**config.mk**
```make
export PLATFORM = sky130hd
export DESIGN_NAME = ct_f_spsram_128x16_ctrl
export DESIGN_NICKNAME = d
export VERILOG_FILES = /design/src/rtl/ct_f_spsram_ctrl_pkg.sv /design/src/rtl/ct_f_spsram_128x16_ctrl.sv
export SDC_FILE = /design/constraint.sdc
export NUM_CORES = 1
export LEC_CHECK = 0
export BUFFER_PORTS_ARGS = -buffer_cell sky130_fd_sc_hd__clkbuf_2
export CAP_MARGIN = 40
export CORE_MARGIN = 8
export CORE_UTILIZATION = 36
export CTS_CLUSTER_SIZE = 20
export DETAILED_ROUTE_END_ITERATION = 8
export GPL_TIMING_DRIVEN = 0
export PLACE_DENSITY = 0.82
export SETUP_SLACK_MARGIN = 0.05
export SLEW_MARGIN = 0
export SYNTH_ARGS = -nofsm -noshare
export SYNTH_HDL_FRONTEND = slang
export SYNTH_SLANG_ARGS = --single-unit
```
**constraint.sdc**
```tcl
create_clock -name CLK -period 2.02 [get_ports CLK]
set_clock_uncertainty 0.05 [all_clocks]
set_input_delay 0.101 -clock CLK [delete_from_list [all_inputs] [get_ports CLK]]
set_output_delay 0.101 -clock CLK [all_outputs]
set_load 0.005 [all_outputs]
```
**src/rtl/ct_f_spsram_ctrl_pkg.sv**
```systemverilog
// Shared constants and FSM state encoding for the 128x16 single-port SRAM controller.
package ct_f_spsram_ctrl_pkg;

  localparam int ADDR_WIDTH = 7;
  localparam int DATA_WIDTH = 16;
  localparam int DEPTH      = 128;

  typedef enum logic [1:0] {
    INIT = 2'd0,
    IDLE = 2'd1,
    RSP  = 2'd2
  } state_e;

endpackage

```
**src/rtl/ct_f_spsram_128x16_ctrl.sv**
```systemverilog
// Host-side controller for a 128x16 single-port SRAM: clear sweep after reset or
// on request, same-cycle bit-masked writes, and 1-cycle-latency reads with backpressure.
module ct_f_spsram_128x16_ctrl #(
  parameter int ADDR_WIDTH = ct_f_spsram_ctrl_pkg::ADDR_WIDTH,
  parameter int DATA_WIDTH = ct_f_spsram_ctrl_pkg::DATA_WIDTH,
  parameter int DEPTH      = ct_f_spsram_ctrl_pkg::DEPTH
) (
  input  logic                  CLK,
  input  logic                  RST,
  input  logic                  req_vld,
  output logic                  req_rdy,
  input  logic                  req_wr,
  input  logic [ADDR_WIDTH-1:0] req_addr,
  input  logic [DATA_WIDTH-1:0] req_wdata,
  input  logic [DATA_WIDTH-1:0] req_bmask,
  output logic                  rsp_vld,
  input  logic                  rsp_rdy,
  output logic [DATA_WIDTH-1:0] rsp_rdata,
  input  logic                  init_req,
  output logic                  init_done,
  output logic [ADDR_WIDTH-1:0] sram_a,
  output logic                  sram_cen,
  output logic                  sram_gwen,
  output logic [DATA_WIDTH-1:0] sram_wen,
  output logic [DATA_WIDTH-1:0] sram_d,
  input  logic [DATA_WIDTH-1:0] sram_q
);
  import ct_f_spsram_ctrl_pkg::*;

  localparam logic [ADDR_WIDTH-1:0] K_LAST = ADDR_WIDTH'(DEPTH - 1);
  localparam logic [DATA_WIDTH-1:0] ONES   = {DATA_WIDTH{1'b1}};

  state_e                state_r;
  logic [ADDR_WIDTH-1:0] k_r;
  logic                  rd_acc_s;
  logic                  wr_acc_s;

  // The SRAM holds Q while CEN is high, so read data comes straight from the pins.
  assign rsp_rdata = sram_q;

  // Ready/status flags and request acceptance.
  always_comb begin
    req_rdy   = 1'b0;
    rsp_vld   = 1'b0;
    init_done = 1'b0;
    if (RST) begin
      req_rdy   = 1'b0;
      rsp_vld   = 1'b0;
      init_done = 1'b0;
    end else begin
      case (state_r)
        IDLE: begin
          req_rdy   = 1'b1;
          init_done = 1'b1;
        end
        RSP: begin
          req_rdy   = rsp_rdy;
          rsp_vld   = 1'b1;
          init_done = 1'b1;
        end
        default: begin
          req_rdy   = 1'b0;
          init_done = 1'b0;
        end
      endcase
    end
    rd_acc_s = req_vld & req_rdy & ~req_wr;
    wr_acc_s = req_vld & req_rdy & req_wr;
  end

  // SRAM pin drive: sweep writes in INIT, otherwise follow the accepted request.
  always_comb begin
    sram_cen  = 1'b1;
    sram_gwen = 1'b1;
    sram_wen  = ONES;
    sram_a    = '0;
    sram_d    = '0;
    if (RST) begin
      sram_cen = 1'b1;
    end else if (state_r == INIT) begin
      sram_cen  = 1'b0;
      sram_gwen = 1'b0;
      sram_wen  = '0;
      sram_a    = k_r;
    end else if (wr_acc_s && (req_bmask != '0)) begin
      sram_cen  = 1'b0;
      sram_gwen = 1'b0;
      sram_wen  = ~req_bmask;
      sram_d    = req_wdata;
      sram_a    = req_addr;
    end else if (rd_acc_s) begin
      sram_cen = 1'b0;
      sram_a   = req_addr;
    end else begin
      sram_cen = 1'b1;
    end
  end

  // Controller FSM and sweep counter.
  always_ff @(posedge CLK) begin
    if (RST) begin
      state_r <= INIT;
      k_r     <= '0;
    end else begin
      case (state_r)
        INIT: begin
          if (k_r == K_LAST) begin
            state_r <= IDLE;
            k_r     <= '0;
          end else begin
            k_r <= k_r + ADDR_WIDTH'(1);
          end
        end
        IDLE: begin
          // A request in the same cycle as init_req is still performed before the sweep.
          if (init_req) begin
            state_r <= INIT;
            k_r     <= '0;
          end else if (rd_acc_s) begin
            state_r <= RSP;
          end else begin
            state_r <= IDLE;
          end
        end
        RSP: begin
          if (rsp_rdy) begin
            state_r <= rd_acc_s ? RSP : IDLE;
          end else begin
            state_r <= RSP;
          end
        end
        default: begin
          state_r <= INIT;
          k_r     <= '0;
        end
      endcase
    end
  end

endmodule

```
# Word-level counts from Yosys, hierarchy flattened
# Index checks and enable logic that the tools add are counted.
classes:
  n_eq_ne: 5
  mux: 31
  bitwise_logic: 6
  addsub: 1
  n_reduce_logical: 5
op_table:
  columns: ["operator", "n"]
  rows:
  - ["16-bit two-way mux", 6]
  - ["7-bit two-way mux", 6]
  - ["7-bit case mux with 3 select lines", 1]
  - ["16-bit inverter", 1]
  - ["16-bit nonzero test", 1]
  - ["1-bit two-way mux", 12]
  - ["2-bit two-way mux", 4]
  - ["7-bit by 1-bit adder with 7-bit output, second input constant", 1]
  - ["7-bit equality test, second input constant", 1]
  - ["2-bit case mux with 3 select lines", 1]
  - ["1-bit bitwise AND", 3]
  - ["2-bit by 1-bit equality test with 1-bit output, second input constant", 1]
  - ["2-bit equality test, second input constant", 1]
  - ["2-bit logical NOT", 1]
  - ["2-bit by 1-bit != test with 1-bit output, second input constant", 1]
  - ["2-bit != test, second input constant", 1]
  - ["1-bit inverter", 2]
  - ["1-bit case mux with 2 select lines", 1]
  - ["2-bit AND reduction", 1]
  - ["2-bit OR reduction", 1]
  - ["1-bit logical AND", 1]
totals:
  in_bits: 61
  out_inout_bits: 60
  regBits: 9
  word_cells: 50

# Depth between registers and ports, before layout
logic_depth:
  ltp_word: 9
  mapped_depth: 8
  mapped_depth_nobuf: 7

# Worst setup path before layout
# No wires, ideal clock.
synth_timing:
  path_type: "register -> output"
  start: "register state_r[0]"
  end: "output sram_a[0]"
  setup_slack_ps: 192
  path_buffers: 1
  required_time_ps: 1869
  arrival_ps: 1677
  path_stages_with_launch: 8
  path_cell_list: "dfxtp_1 > inv_1 > ha_1 > buf_4 > a21oi_1 > nand3b_1 > a2111oi_4 > a22o_1"
synth_between:
  elab_chain_cells: 9
  word_cells_on_any_way: 13
  classes_between: "2 x eq/ne; 6 x mux; 3 x bitwise; 2 x reduce/logical"
synth_lines:
  columns: ["element", "line", "text"]
  rows:
  - ["start, declared", "ct_f_spsram_128x16_ctrl.sv:33", "state_e state_r;"]
  - ["start signal, assigned", "ct_f_spsram_128x16_ctrl.sv:127", "state_r <= rd_acc_s ? RSP : IDLE;"]
  - ["2-bit equality test or 2-bit by 1-bit equality test with 1-bit output (tied branches)", "ct_f_spsram_128x16_ctrl.sv:51", "case (state_r)"]
  - ["1-bit case mux with 2 select lines", "ct_f_spsram_128x16_ctrl.sv:51", null]
  - ["1-bit two-way mux", "ct_f_spsram_128x16_ctrl.sv:46", "if (RST) begin"]
  - ["1-bit bitwise AND", "ct_f_spsram_128x16_ctrl.sv:67, ct_f_spsram_128x16_ctrl.sv:68", null]
  - ["1-bit bitwise AND (on tied branches)", "ct_f_spsram_128x16_ctrl.sv:67, ct_f_spsram_128x16_ctrl.sv:68", null]
  - ["7-bit two-way mux or 1-bit logical AND (tied branches)", "ct_f_spsram_128x16_ctrl.sv:91, ct_f_spsram_128x16_ctrl.sv:85", null]
  - ["7-bit two-way mux", "ct_f_spsram_128x16_ctrl.sv:85", "end else if (wr_acc_s && (req_bmask != '0)) begin"]
  - ["7-bit two-way mux (*)", "ct_f_spsram_128x16_ctrl.sv:80", "end else if (state_r == INIT) begin"]
  - ["7-bit two-way mux (*)", "ct_f_spsram_128x16_ctrl.sv:78", "if (RST) begin"]
  - ["end, declared", "ct_f_spsram_128x16_ctrl.sv:21", "output logic [ADDR_WIDTH-1:0] sram_a,"]
# Mark *: on every way between the ends. The rest lies on a longest branch, timed or not.

# Worst setup path after layout
layout_timing:
  start: "register state_r[0]"
  end: "output sram_wen[6]"
layout_between:
  elab_chain_cells: 9
  word_cells_on_any_way: 11
  classes_between: "2 x eq/ne; 5 x mux; 2 x bitwise; 2 x reduce/logical"
layout_lines:
  columns: ["element", "line", "text"]
  rows:
  - ["2-bit equality test or 2-bit by 1-bit equality test with 1-bit output (tied branches)", "ct_f_spsram_128x16_ctrl.sv:51", null]
  - ["1-bit case mux with 2 select lines", "ct_f_spsram_128x16_ctrl.sv:51", null]
  - ["1-bit two-way mux", "ct_f_spsram_128x16_ctrl.sv:46", null]
  - ["1-bit bitwise AND (2 in a row)", "ct_f_spsram_128x16_ctrl.sv:68", "wr_acc_s = req_vld & req_rdy & req_wr;"]
  - ["1-bit logical AND", "ct_f_spsram_128x16_ctrl.sv:85", null]
  - ["16-bit two-way mux", "ct_f_spsram_128x16_ctrl.sv:85", null]
  - ["16-bit two-way mux (*)", "ct_f_spsram_128x16_ctrl.sv:80", null]
  - ["16-bit two-way mux (*)", "ct_f_spsram_128x16_ctrl.sv:78", null]
  - ["end, declared", "ct_f_spsram_128x16_ctrl.sv:24", "output logic [DATA_WIDTH-1:0] sram_wen,"]
# Marked as above.

==> summary.md <==
| Metric | Value |
|---|---|
| Status | finished with violations |
| Violated checks | negative setup slack |
| GRT overflow | 0 |
| Via-per-instance ratio | 5.07 |
| Commonest non-fill, non-tap cell in the layout | clkbuf_2 |
| Yosys reg bits | 9 |
| Design Area, Final | 2130 um^2 |
| Clk root buf | clkbuf_4 |
| Syn-to-layout area delta | 81.4% |
| GRT Total Usage | 0.166 |
| Dpl hpwl | 4030 um |
| Clock power frac | 0.273 |
| Crit Path Max Fanout | 5 |
| Largest net degree at the start of global routing | 11 |
| Vias post-DR | 1603 |
| GP Congestion | 0.866 |
| # diodes | 0 |
| Final setup margin | -0.121 ns |
| Cell Pwr Density | 233 nW/um^2 |
| Number of buffers inserted by port buffering | 103 |
| Reg-to-reg slack, setup | 0.19 ns |
| Nets | 339 |
| # DRC | 0 |
| CTS tree | built |
| Sw frac | 0.292 |
| Predominant post-synthesis flop cell | dfxtp_1 |
| RSZ-0062 raised after global routing | true |
| Top Ports | 121 |
| Die X-Extent | 73.2 um |
| Sequential power share | 0.373 |
| Setup Crit Path Kind | reg2out |
| FP Rows | 20 |
| Core ar. | 3080 um^2 |
| Placed Area | 1750 um^2 |
| Clock Path Buffers | 2 |
| Peak VDD IR | 0.191 mV |
| Tmin final | 2.14 ns |
| Synth Cell Area | 1180 um^2 |
| GR Util met2 | 0.332 |
| Die ar. | 5350 um^2 |
| Initial antenna violation count | 0 |
| Final hold violation count | 0 |
| Leakage | 1.08 nW |
| Crit. End Element | primary output |
| Routed len/inst | 18.1 um |
| Fin crit share | 1.06 |
| Share of cells above drive strength 1 | 0.684 |
| Gr busiest metal | met2 |
| Initial core utilization | 0.382 |
| Worst EP arrival | 1.99 ns |
| Vias in the first global route | 1380 |
| Mapped Cells | 153 |
| Syn_nets | 219 |
| First-pass GRT wire length | 7180 um |
| Required time of the worst setup path | 1.87 ns |
| Met3 usage | 0.0604 |
| ANT nets after route | 0 |
| # setup viols final | 32 |
| H-tree Lvls | 1 |
| Clock buffer count from CTS | 3 |
| Sw Pwr | 145 uW |
| Max-Cap Viols | 0 |
| Fmax | 467 MHz |
| Mean Syn Cell Area | 7.69 um^2 |
| Worst-skew pair later-pin latency | 0.26 ns |
| DRT iter0 DRCs | 54 |
| Synth Warn # | 0 |
| Min Hold Slack | 0.160 ns |
| Post-synth EDFFs | 0 |
| Worst Max-Slew Pin Slew | 0.629 ns |
| Internal | 352 uW |
| Die height | 73.2 um |
| Post-Route WL | 5710 um |
| Ys async rst share | 0 |
| Hold/Removal Path Class | in2reg |
| Combinational power share | 0.353 |
| CP startpoint kind | flip-flop |
| Relative slew slack | 0.575 |
| Max Slew Vio Count | 0 |
| # clock sinks | 9 |
| Register area share after synthesis | 0.153 |
| Yosys cell types | 37 |
| Detailed Routing Iterations Pass 1 | 4 |
| Most frequent cells in the layout | 65 x clkbuf_2, 29 x and2_4, 23 x buf_4, 23 x buf_2, 22 x buf_6 |
| Clock-pin slew on the worst setup and hold paths | 0.05 ns |
| Met1 usage | 0.159 |
[worst max-delay path, stage by stage (launching register included)]
cell	delay (ns)
dfxtp_4	0.36
inv_4	0.05
ha_4	0.16
a21oi_4	0.20
nor3_4	0.08
buf_4	0.14
buf_6	0.11
buf_6	0.12
and2_4	0.15
o21ai_1	0.19
buf_2	0.16
[power by group through the flow]
stage | sequential, mW | clock [mW] | combinational (mW)
6_report | 0.186 | 0.136 | 0.176
5_1_grt | 0.186 | 0.151 | 0.189
4_1_cts | 0.186 | 0.144 | 0.163
3_5_place_dp | 0.192 | 0 | 0.160
3_3_place_gp | 0.192 | 0 | 0.156
2_1_floorplan | 0.191 | 0 | 0.0671
[kinds of logic after synthesis]
logic type      share of synthesized area
fa+ha+maj                          0.0532
compound gates                      0.204
flops                               0.153
simple gates                        0.387
mux                               0.00851
xor+xnor                           0.0372
buf+inv                             0.156
[path summary, 6_finish.rpt]
kind | from | to | cells past startpoint
max | state_r[0] | sram_wen[6] | 10
min | RST | state_r[1] | 3
max reg2reg | state_r[0] | state_r[1] | 6
min reg2reg | k_r[6] | k_r[6] | 2
[through the flow]
step,cells,utilization,power (mW),setup WS [ns],TNS (ns)
after global routing,316,0.693,0.526,-0.175,-4.34
after detailed placement,300,0.567,0.352,-0.166,-3.22
after global placement,300,0.567,0.349,-0.127,-2.16
final,316,0.693,0.498,-0.121,-1.23
after floorplan,153,-,0.258,0.192,0
after CTS,312,0.624,0.493,-0.0740,-1.03
[cells in the mapped netlist, types with 2 or more instances]
library cell   n  share of area
nor2b_1        3          0.016
clkbuf_1       4          0.013
buf_4         17           0.11
dfxtp_1        9           0.15
ha_1           5          0.053
nor4_1         5          0.027
and2_2         9          0.057
xnor2_1        5          0.037
nor4b_1        2          0.015
nand2_1        4          0.013
o21ai_0       20          0.085
nor2_1         9          0.029
inv_1          4          0.013
and2_1        23           0.12
buf_6          2          0.019
a21oi_1        3          0.013
nand3_1        2         0.0085
and2b_1        2          0.013
a22o_1         7          0.052
[per-layer routing]
metal  vias up  part of all wire
li1        754                 -
met1       740              0.34
met2        89              0.51
met3        20             0.094
met4         0             0.049
met5         -                 0
[what timing repair did]
item / CTS / global route
endpoints found under the hold margin: 1 / 0
hold buffers: 1 / 0
resized for setup: 25 / 95
setup endpoints to repair: 41 / 39
cloned: 1 / 1
setup buffers: 6 / 4
pin swaps: 19 / 14
[registers in the layout, indices dropped and copies added (netlist names)]
signal / flops
k_r: 7
state_r: 2
[area by class of cell]
class	instances	area, um^2
Timing Repair Buffer	116	737
Tap cell	44	55.1
Buffer	23	169
Inverter	4	20.0
Fill cell	231	945
Clock buffer	4	26.3
Sequential cell	9	188
Multi-Input combinational cell	116	938
Note: power is estimated with default switching activity, not from simulation.
